<file path="src/rtl/snn_axil_pkg.sv">
// Shared AXI4-Lite widths, response codes and channel payload types.
package snn_axil_pkg;

  localparam int AXIL_ADDR_W = 32;
  localparam int AXIL_DATA_W = 32;
  localparam int AXIL_STRB_W = AXIL_DATA_W / 8;

  localparam logic [1:0] RESP_OKAY   = 2'b00;
  localparam logic [1:0] RESP_SLVERR = 2'b10;

  typedef struct packed {
    logic [AXIL_ADDR_W-1:0] addr;
  } axil_aw_t;

  typedef struct packed {
    logic [AXIL_DATA_W-1:0] data;
    logic [AXIL_STRB_W-1:0] strb;
  } axil_w_t;

  // Read address carries the same payload as write address.
  typedef axil_aw_t axil_ar_t;

endpackage

</file>
<file path="src/rtl/axil_hold_reg.sv">
// One-entry valid+payload holding register. Accepts only while empty, so an
// entry can never reload in the cycle it is cleared.
module axil_hold_reg #(
  parameter type T = logic
) (
  input  logic clk,
  input  logic rst,
  input  logic in_valid,
  output logic in_ready,
  input  T     in_data,
  output logic out_valid,
  input  logic out_clear,
  output T     out_data
);

  logic full_q, full_d;
  T     data_q, data_d;

  // Nothing is offered in either direction while reset is held.
  assign in_ready  = !full_q && !rst;
  assign out_valid = full_q && !rst;
  assign out_data  = data_q;

  // Next-state: clear on downstream completion, load on upstream handshake.
  always_comb begin
    full_d = full_q;
    data_d = data_q;
    if (out_clear)
      full_d = 1'b0;
    if (in_valid && in_ready) begin
      full_d = 1'b1;
      data_d = in_data;
    end
  end

  // Entry state register.
  always_ff @(posedge clk) begin
    if (rst) begin
      full_q <= 1'b0;
      data_q <= '0;
    end else begin
      full_q <= full_d;
      data_q <= data_d;
    end
  end

endmodule

</file>
<file path="src/rtl/axil_wr_pair_slice.sv">
// AXI4-Lite register slice: independent AW/W/AR buffers, joint AW+W
// presentation downstream, outstanding-transaction limits, and a sticky flag
// for responses that arrive with nothing outstanding.
module axil_wr_pair_slice
  import snn_axil_pkg::*;
#(
  parameter int MAX_WR = 2,
  parameter int MAX_RD = 2
) (
  input  logic        clk,
  input  logic        rst,
  // upstream
  input  logic        s_awvalid,
  output logic        s_awready,
  input  logic [31:0] s_awaddr,
  input  logic        s_wvalid,
  output logic        s_wready,
  input  logic [31:0] s_wdata,
  input  logic [3:0]  s_wstrb,
  output logic        s_bvalid,
  input  logic        s_bready,
  output logic [1:0]  s_bresp,
  input  logic        s_arvalid,
  output logic        s_arready,
  input  logic [31:0] s_araddr,
  output logic        s_rvalid,
  input  logic        s_rready,
  output logic [31:0] s_rdata,
  output logic [1:0]  s_rresp,
  // downstream
  output logic        m_awvalid,
  input  logic        m_awready,
  output logic [31:0] m_awaddr,
  output logic        m_wvalid,
  input  logic        m_wready,
  output logic [31:0] m_wdata,
  output logic [3:0]  m_wstrb,
  input  logic        m_bvalid,
  output logic        m_bready,
  input  logic [1:0]  m_bresp,
  output logic        m_arvalid,
  input  logic        m_arready,
  output logic [31:0] m_araddr,
  input  logic        m_rvalid,
  output logic        m_rready,
  input  logic [31:0] m_rdata,
  input  logic [1:0]  m_rresp,
  // status
  output logic [3:0]  wr_outstanding,
  output logic [3:0]  rd_outstanding,
  output logic        err_spurious
);

  localparam logic [3:0] MAX_WR_C = 4'(MAX_WR);
  localparam logic [3:0] MAX_RD_C = 4'(MAX_RD);

  logic [3:0] wr_cnt_q, wr_cnt_d, rd_cnt_q, rd_cnt_d;
  logic       err_q, err_d;
  logic       aw_done_q, aw_done_d, w_done_q, w_done_d;

  logic       wr_room, rd_room;
  logic       aw_in_rdy, w_in_rdy, ar_in_rdy;
  logic       aw_full, w_full, ar_full;
  logic       aw_hs, w_hs, pair_done, ar_hs;
  logic       wr_inc, wr_dec, rd_inc, rd_dec;
  axil_aw_t   aw_in, aw_out;
  axil_w_t    w_in, w_out;
  axil_ar_t   ar_in, ar_out;

  assign wr_room = (wr_cnt_q != MAX_WR_C);
  assign rd_room = (rd_cnt_q != MAX_RD_C);

  assign aw_in = '{addr: s_awaddr};
  assign w_in  = '{data: s_wdata, strb: s_wstrb};
  assign ar_in = '{addr: s_araddr};

  // The outstanding limit gates the AW/AR handshake on top of buffer space.
  assign s_awready = aw_in_rdy && wr_room;
  assign s_arready = ar_in_rdy && rd_room;

  axil_hold_reg #(.T(axil_aw_t)) u_aw (
    .clk(clk), .rst(rst),
    .in_valid(s_awvalid && wr_room), .in_ready(aw_in_rdy), .in_data(aw_in),
    .out_valid(aw_full), .out_clear(pair_done), .out_data(aw_out)
  );

  axil_hold_reg #(.T(axil_w_t)) u_w (
    .clk(clk), .rst(rst),
    .in_valid(s_wvalid), .in_ready(w_in_rdy), .in_data(w_in),
    .out_valid(w_full), .out_clear(pair_done), .out_data(w_out)
  );

  axil_hold_reg #(.T(axil_ar_t)) u_ar (
    .clk(clk), .rst(rst),
    .in_valid(s_arvalid && rd_room), .in_ready(ar_in_rdy), .in_data(ar_in),
    .out_valid(ar_full), .out_clear(ar_hs), .out_data(ar_out)
  );

  assign s_wready = w_in_rdy;

  // Write is offered downstream only as a pair; each side drops once taken.
  assign m_awvalid = aw_full && w_full && !aw_done_q;
  assign m_wvalid  = aw_full && w_full && !w_done_q;
  assign m_awaddr  = aw_out.addr;
  assign m_wdata   = w_out.data;
  assign m_wstrb   = w_out.strb;

  assign aw_hs     = m_awvalid && m_awready;
  assign w_hs      = m_wvalid && m_wready;
  assign pair_done = (aw_hs || aw_done_q) && (w_hs || w_done_q);

  assign m_arvalid = ar_full;
  assign m_araddr  = ar_out.addr;
  assign ar_hs     = m_arvalid && m_arready;

  // Responses pass straight through.
  assign s_bvalid = m_bvalid;
  assign m_bready = s_bready;
  assign s_bresp  = m_bresp;
  assign s_rvalid = m_rvalid;
  assign m_rready = s_rready;
  assign s_rdata  = m_rdata;
  assign s_rresp  = m_rresp;

  assign wr_inc = s_awvalid && s_awready;
  assign wr_dec = s_bvalid && s_bready;
  assign rd_inc = s_arvalid && s_arready;
  assign rd_dec = s_rvalid && s_rready;

  assign wr_outstanding = wr_cnt_q;
  assign rd_outstanding = rd_cnt_q;
  assign err_spurious   = err_q;

  // Pairing flags, saturating-at-zero counters and sticky spurious-response flag.
  always_comb begin
    aw_done_d = aw_done_q;
    w_done_d  = w_done_q;
    if (pair_done) begin
      aw_done_d = 1'b0;
      w_done_d  = 1'b0;
    end else begin
      if (aw_hs) aw_done_d = 1'b1;
      if (w_hs)  w_done_d  = 1'b1;
    end

    // A decrement at zero is dropped rather than wrapping.
    wr_cnt_d = wr_cnt_q + 4'(wr_inc) - 4'(wr_dec && (wr_cnt_q != 4'd0));
    rd_cnt_d = rd_cnt_q + 4'(rd_inc) - 4'(rd_dec && (rd_cnt_q != 4'd0));

    err_d = err_q;
    if ((m_bvalid && wr_cnt_q == 4'd0) || (m_rvalid && rd_cnt_q == 4'd0))
      err_d = 1'b1;
  end

  // State registers.
  always_ff @(posedge clk) begin
    if (rst) begin
      aw_done_q <= 1'b0;
      w_done_q  <= 1'b0;
      wr_cnt_q  <= 4'd0;
      rd_cnt_q  <= 4'd0;
      err_q     <= 1'b0;
    end else begin
      aw_done_q <= aw_done_d;
      w_done_q  <= w_done_d;
      wr_cnt_q  <= wr_cnt_d;
      rd_cnt_q  <= rd_cnt_d;
      err_q     <= err_d;
    end
  end

endmodule

</file>
<file path="config.mk">
export PLATFORM = sky130hd
export DESIGN_NAME = axil_wr_pair_slice
export DESIGN_NICKNAME = d
export VERILOG_FILES = /design/src/rtl/snn_axil_pkg.sv /design/src/rtl/axil_hold_reg.sv /design/src/rtl/axil_wr_pair_slice.sv
export SDC_FILE = /design/constraint.sdc
export NUM_CORES = 1
export LEC_CHECK = 0
export ABC_AREA = 1
export BUFFER_PORTS_ARGS = -buffer_cell sky130_fd_sc_hd__buf_4
export CORE_AREA = 2 2 118 120
export DETAILED_ROUTE_END_ITERATION = 10
export DIE_AREA = 0 0 120 122
export PLACE_DENSITY = 0.82
export SYNTH_ARGS = -nofsm -noshare
export SYNTH_HDL_FRONTEND = slang
export SYNTH_HIERARCHICAL = 1
export SYNTH_SLANG_ARGS = --single-unit
</file>
<file path="constraint.sdc">
create_clock -name clk -period 2.4 [get_ports clk]
set_input_delay 0.48 -clock clk [delete_from_list [all_inputs] [get_ports clk]]
set_output_delay 0.48 -clock clk [all_outputs]
set_load 0.02 [all_outputs]
</file>
==> impl_results.rst, run 1 <==
.. list-table::
   :header-rows: 1

   * - Metric
     - Value
   * - Via/cell ratio
     - 4.43
   * - Detailed-route via count
     - 5225
   * - Sequential area share after synthesis
     - between 40% and 50%
   * - Area fraction of the dominant cell type after synthesis
     - 40.9%
   * - Startpoint of the worst hold path
     - s_wdata[3]
   * - Result of the run
     - finished clean
   * - Number of fill cells in the layout
     - 1284
   * - Number of synthesized flops with an enable pin
     - 0
   * - Minimum setup slack among reg-to-reg paths
     - 290 ps
   * - Number of nets in the final layout
     - 1146
   * - Largest area contributor in the netlist
     - sky130_fd_sc_hd__dfxtp_1
   * - Number of warnings issued by yosys
     - 6
   * - Critical path startpoint
     - rd_outstanding[2]
   * - Largest buffer count on any clock path
     - 2
   * - Height of the die
     - 122 µm
   * - GRT Residual Overflow
     - 0
   * - Detailed-route DRC error count
     - 0
   * - Async S/R FF share, synth
     - 0%
   * - Post-cts resize count
     - 0
   * - Largest fanout of any net on the critical path
     - 3
   * - Row Count
     - 43
   * - Number of buffers inserted by port buffering
     - between 200 and 250
   * - Starting DRC count in detailed routing
     - 287
   * - Overall routed net length
     - between 10 and 15 mm
   * - Clock network latency to the later pin of the worst-skew pair
     - about 400 ps
   * - H-tree depth
     - 4
   * - Area of the die
     - 0.0146 mm²
   * - Ratio of cells with drive above 1 in the final layout
     - 28.0%
   * - Number of hold violations in the final report
     - 0
   * - Floorplan die width
     - about 120 µm
   * - Placed wire-length estimate after detailed placement
     - ~10 mm
   * - Area of the placeable core
     - 0.0135 mm²
   * - Top area cells in the synthesized netlist
     - sky130_fd_sc_hd__dfxtp_1 41%, sky130_fd_sc_hd__nand2_1 15%, sky130_fd_sc_hd__nand3_1 9.8%
   * - Antenna Diode Count
     - 0
   * - Pin count of the biggest net entering global routing
     - 50
   * - Most instantiated cells after synthesis
     - 219 x sky130_fd_sc_hd__nand2_1, 138 x sky130_fd_sc_hd__inv_1, 118 x sky130_fd_sc_hd__nor2_1, 114 x sky130_fd_sc_hd__dfxtp_1, 109 x sky130_fd_sc_hd__nand3_1
   * - Storage cell area
     - between 0.002 and 0.0025 mm²
   * - TritonCTS buffer count
     - 17
   * - Cell at the root of the clock tree
     - sky130_fd_sc_hd__clkbuf_16
   * - Overall Global Routing Usage
     - between 10% and 20%
   * - Slew at the pin closest to its max-slew limit
     - between 500 and 600 ps
   * - Highest Clock Rate
     - between 0.4 and 0.5 GHz
   * - Global-route wire length before repair
     - 22.5 mm
   * - Number of distinct library cells after synthesis
     - 19
   * - Gp weighted congestion
     - between 0.7 and 0.8
   * - Area used by multi-input combinational logic
     - between 0.002 and 0.0025 mm²
   * - Setup violators final
     - 0
   * - RSZ-0062 raised after global routing
     - no
   * - Net count after synthesis
     - slightly below 1000
   * - Arr. time, crit path
     - roughly 2400 ps
   * - Starting density of the core
     - 41.3%
   * - Vias in the first global route
     - between 4000 and 5000
   * - Main synth FF type
     - sky130_fd_sc_hd__dfxtp_1
   * - Maximum Capacitance Violations
     - 0
   * - Cell with the most instances after synthesis
     - sky130_fd_sc_hd__nand2_1
   * - Critical path class
     - flip-flop to flip-flop
   * - Power density normalized to cell area
     - around 910 mW/mm²
   * - Total of hold buffers inserted after clock tree synthesis
     - 0
   * - Clock skew
     - about 9 ps
   * - Class of the tightest hold or removal check
     - primary input to flip-flop
   * - CTS tree
     - yes
   * - Drt pass-1 iters
     - 5
   * - Total leakage power
     - 4.06 nW
   * - Post-layout min period
     - between 2000 and 2500 ps
   * - Design Power
     - just under 7 mW
   * - Cell Area, Synth
     - 0.00558 mm²
   * - Total clock sinks
     - approximately 110
   * - Worst-case vdd ir drop
     - approximately 430 µV
   * - Mean instance size in the synthesized netlist
     - about 6.9 µm²
   * - Final worst-path cycle share
     - 88.1%
   * - Synth Instances
     - between 800 and 900
   * - Share of the core filled with cells in the final layout
     - between 50% and 60%
   * - Relative slew slack
     - around two thirds
   * - Number of register bits inferred by synthesis
     - 114
   * - Detail Route Antenna Nets
     - 0
   * - Area delta synth->final
     - 36.0%
   * - Number of pins exceeding their max-slew limit in the final report
     - 0
   * - Number of buffers inserted to repair setup after CTS
     - 0
   * - Crit. End Element
     - flip-flop
   * - Initial antenna violation count
     - 0
   * - Data required time at the worst endpoint
     - about 2700 ps
   * - Post-DR wirelength/cell
     - between 10 and 15 µm
   * - Setup crit start kind
     - flip-flop
   * - Clock Pin Slew Worst Setup and Hold Paths
     - ~50 ps
   * - Final total negative setup slack
     - 0 ps
   * - Critical R2R Launch
     - rd_outstanding[2]
   * - Num ports
     - a little over 300
[registers in the layout, summed over array words and instances, names as in the netlist]
signal / count
err_spurious: 1
aw_done_q: 1
u_ar/out_data: 32
rd_outstanding: 4
u_w/full_q: 1
u_w/out_data: 36
w_done_q: 1
wr_outstanding: 4
u_ar/full_q: 1
u_aw/out_data: 32
u_aw/full_q: 1
[cell type report]
cell class,instances,area share [%]
Sequential cell,114,30.1
Multi-Input combinational cell,476,28.1
Timing Repair Buffer,239,23.8
Inverter,138,6.83
Clock buffer,18,5.66
Tap cell,180,2.97
Clock inverter,14,2.49
[cell families (layout without fill, tap and decap cells)]
group	Yosys count	in the layout	share of synthesized area [%]
AO/OA/AOI/OAI	8	8	0.852
AND/OR/NAND/NOR	454	454	34.1
adder cells (fa/ha/maj)	12	12	2.96
buffers and inverters	221	409	20.8
XOR/XNOR	2	2	0.314
flip-flops	114	114	40.9
[routing by layer]
| layer | global-route usage (%) | routed length (µm) |
|---|---|---|
| met3 | 7.63 | 1230 |
| met4 | 8.31 | 268 |
| met5 | 0 | 0 |
| met2 | 33.0 | 6960 |
| met1 | 21.5 | 5730 |
[through the flow]
step                hold WS [ps]  cells  instance area, µm²  setup WS, ps
detailed placement           504   1147                6970           301
finish                       288   1179                7580           285
global route                 274   1179                7580           133
floorplan                    540    811                5580           282
CTS                          272   1179                7580           288
global placement             500   1147                6970           358
[cell usage in the layout, fill, tap and decap left out, drive strengths merged, types with 2 or more instances in the layout]
cell type  netlist  final
a21oi            6      6
clkbuf           0     18
clkinv           0      7
fa               2      2
nand2          223    223
nand3          109    109
clkinvlp         0      3
o21ai            2      2
nor2           122    122
buf             83    239
bufinv           0      4
ha              10     10
dfxtp          114    114
inv            138    138
[final timing paths]
kind         cells past startpoint           endpoint
max                             12  rd_outstanding[2]
min                              3    u_w/out_data[7]
max reg2reg                     12  rd_outstanding[2]
min reg2reg                      4   u_aw/out_data[0]
[power by group]
part	total, mW	switching [mW]	internal, mW
clock network	2.62	0.891	1.73
registers	2.34	0.170	2.17
logic	1.95	1.15	0.806
total	6.91	2.21	4.71
[worst max-delay path: stages, from the launching register on]
cell and delay [ps]:
sky130_fd_sc_hd__dfxtp_1 340, sky130_fd_sc_hd__inv_1 60, sky130_fd_sc_hd__ha_1 230, sky130_fd_sc_hd__nand2_1 70
sky130_fd_sc_hd__inv_1 60, sky130_fd_sc_hd__nor2_2 90, sky130_fd_sc_hd__nand2_1 60, sky130_fd_sc_hd__ha_1 260
sky130_fd_sc_hd__inv_1 40, sky130_fd_sc_hd__ha_1 200, sky130_fd_sc_hd__fa_1 380, sky130_fd_sc_hd__xnor2_1 160
sky130_fd_sc_hd__nor2_1 50
(Power assumes the default switching activity.)
==> run 2: changes to the inputs <==
Settings changed: PLACE_DENSITY 0.82 to unset, PLACE_DENSITY_LB_ADDON set to 0.15.
==> impl_results.rst, run 2 (synthesis gave the netlist of run 1 again) <==
.. list-table::
   :header-rows: 1

   * - Metric
     - Value
   * - Result of the run
     - finished clean
   * - Data required time at the worst endpoint
     - 2680 ps (-20 ps)
   * - Number of buffers inserted by port buffering
     - 230 (unchanged)
   * - Clock network latency to the later pin of the worst-skew pair
     - 400 ps (about the same)
   * - Floorplan die width
     - 120 µm (unchanged)
   * - Area of the placeable core
     - 0.0135 mm² (unchanged)
   * - Height of the die
     - 122 µm (unchanged)
   * - Total cell area at the placement stage
     - 0.00698 mm² (+0.14%)
   * - Arr. time, crit path
     - 2350 ps (-60 ps)
   * - Final worst-path cycle share
     - 86.2% (-2.0 points)
   * - Ratio of cells with drive above 1 in the final layout
     - 28.1% (+0.12 points)
   * - Detailed-route DRC error count
     - 0 (unchanged)
   * - Antenna Diode Count
     - 0 (unchanged)
   * - Number of pins exceeding their max-slew limit in the final report
     - 0 (unchanged)
   * - Minimum setup slack among reg-to-reg paths
     - 330 ps (+50 ps)
   * - Cell with the largest stage delay on the worst path
     - sky130_fd_sc_hd__fa_1
   * - Total of hold buffers inserted after clock tree synthesis
     - 0 (unchanged)
   * - Critical path class
     - flip-flop to flip-flop
   * - Total clock sinks
     - 114 (unchanged)
   * - Starting DRC count in detailed routing
     - 332 (+16%)
   * - Pin count of the biggest net entering global routing
     - 61 (+22%)
   * - Placed Instances
     - 1150 (+0.26%)
   * - Placed wire-length estimate after detailed placement
     - 9.89 mm (-1.5%)
   * - Post-cts resize count
     - 0 (unchanged)
   * - TritonCTS buffer count
     - 17 (unchanged)
   * - Relative slew slack
     - 59.7% (-5.7 points)
   * - DR WL met3
     - 1.24 mm (+0.65%)
   * - Initial antenna violation count
     - 0 (unchanged)
   * - Critical path startpoint
     - rd_outstanding[2]
   * - Number of flip-flops in the largest register
     - 36 (unchanged)
   * - Overall Global Routing Usage
     - 19.4% (+0.040 points)
   * - CTS tree
     - yes
   * - Non-Filler Cell Area, Final
     - 0.00760 mm² (+0.28%)
   * - Commonest non-fill, non-tap cell in the layout
     - sky130_fd_sc_hd__buf_4
   * - Share of the core filled with cells in the final layout
     - 56.3% (+0.16 points)
   * - Gp weighted congestion
     - 0.768 (-1.3%)
   * - Total leakage power
     - 4.08 nW (+0.46%)
   * - Clock Pin Slew Worst Setup and Hold Paths
     - 50 ps (about the same)
   * - Area of the die
     - 0.0146 mm² (unchanged)
   * - Uppermost layer routed
     - met4
   * - Final total negative setup slack
     - 0 ps (unchanged)
   * - Slew at the pin closest to its max-slew limit
     - 605 ps (+85.1 ps)
   * - List of cells traversed by the critical path
     - inv_1 > ha_1 > nand2_1 > inv_1 > nor2_2 > nand2_1 > ha_1 > inv_1 > ha_1 > fa_1 > xnor2_1 > nor2_1
   * - Most frequent cells in the layout
     - 242 x sky130_fd_sc_hd__buf_4, 219 x sky130_fd_sc_hd__nand2_1, 138 x sky130_fd_sc_hd__inv_1
   * - Largest fanout of any net on the critical path
     - 3 (unchanged)
   * - Maximum Capacitance Violations
     - 0 (unchanged)
   * - Vias in the first global route
     - 4693 (-0.89%)
   * - GRT Residual Overflow
     - 0 (unchanged)
   * - Number of hold violations in the final report
     - 0 (unchanged)
   * - Highest cell delay on the worst timing path
     - 380 ps (about the same)
   * - Setup violators final
     - 0 (unchanged)
   * - Setup crit start kind
     - flip-flop
   * - Number of buffers inserted to repair setup after CTS
     - 0 (unchanged)
   * - Starting density of the core
     - 41.3% (unchanged)
   * - Post-DR wirelength/cell
     - 11.9 µm (-0.81%)
   * - Drt pass-1 iters
     - 4 (-1)
   * - Startpoint of the worst hold path
     - s_wdata[7]
   * - Met1 layer wirelength in the final routing
     - 5.93 mm (+3.5%)
   * - Overall routed net length
     - 14.1 mm (-0.56%)
   * - Detail Route Antenna Nets
     - 0 (unchanged)
   * - Crit. End Element
     - flip-flop
   * - Number of nets in the final layout
     - 1149 (+0.26%)
   * - Row Count
     - 43 (unchanged)
   * - Detailed-route via count
     - 5178 (-0.90%)
   * - Power density normalized to cell area
     - 913 mW/mm² (+0.15%)
   * - Via/cell ratio
     - 4.38 (-1.2%)
   * - Class of the tightest hold or removal check
     - primary input to flip-flop
   * - Worst setup slack after placement
     - 317 ps (+16.4 ps)
   * - RSZ-0062 raised after global routing
     - no
   * - Cell at the root of the clock tree
     - sky130_fd_sc_hd__clkbuf_16
   * - Num ports
     - 303 (unchanged)
   * - Global-route wire length before repair
     - 22.8 mm (+1.3%)
   * - Highest Clock Rate
     - 0.484 GHz (+2.3%)
   * - Met2 routed wirelength
     - 6.64 mm (-4.6%)
   * - Critical R2R Launch
     - rd_outstanding[2]
   * - Crit path setup slack, layout
     - 332 ps (+46.9 ps)
   * - H-tree depth
     - 4 (unchanged)
   * - Area delta synth->final
     - 36.3%
   * - Worst-case vdd ir drop
     - 414 µV (-4.7%)
   * - Post-route insts no fill
     - 1182 (+0.25%)
   * - Post-layout min period
     - 2070 ps (-46.9 ps)
   * - Clock skew
     - 4.66 ps (-4.37 ps)
   * - Largest buffer count on any clock path
     - 2 (unchanged)
run 2: path summary, 6_finish.rpt:
| check | to | cells past startpoint |
|---|---|---|
| max | rd_outstanding[2] | 12 |
| min reg2reg | u_aw/out_data[3] | 4 |
| min | u_w/out_data[11] | 3 |
| max reg2reg | rd_outstanding[2] | 12 |
run 2: layout make-up:
class | instances | area (µm²)
Clock buffer | 22 | 474
Clock inverter | 10 | 155
Sequential cell | 114 | 2280
Tap cell | 180 | 225
Timing Repair Buffer | 242 | 1820
Fill cell | 1343 | 5900
Multi-Input combinational cell | 476 | 2130
Inverter | 138 | 518
run 2: power breakdown:
group          internal, mW  switching [mW]  total, mW
combinational         0.802            1.14       1.94
clock                  1.81           0.856       2.67
sequential             2.17           0.164       2.34
total                  4.78            2.16       6.94
run 2: per-stage QoR:
| stage | power [mW] | hold slack, ps |
|---|---|---|
| finish | 6.94 | 292 |
| global route | 7.36 | 276 |
| CTS | 7.04 | 273 |
| detailed placement | 4.33 | 502 |
| global placement | 4.32 | 501 |
| floorplan | 3.69 | 540 |
run 2: per-layer routing:
metal  up-vias  GRT usage [%]
met2       189           31.3
met1      2229           23.5
met3        41           7.16
li1       2719              -
met5         -              0
met4         0           7.79
run 2: critical path: cells and delay by family (launching register included):
kind	cells	cell delay, ps
xor gates and xnor gates	1	160
DFF	1	320
and+or+nand+nor	4	270
adders and majority gates	4	1050
buffers and inverters	3	150
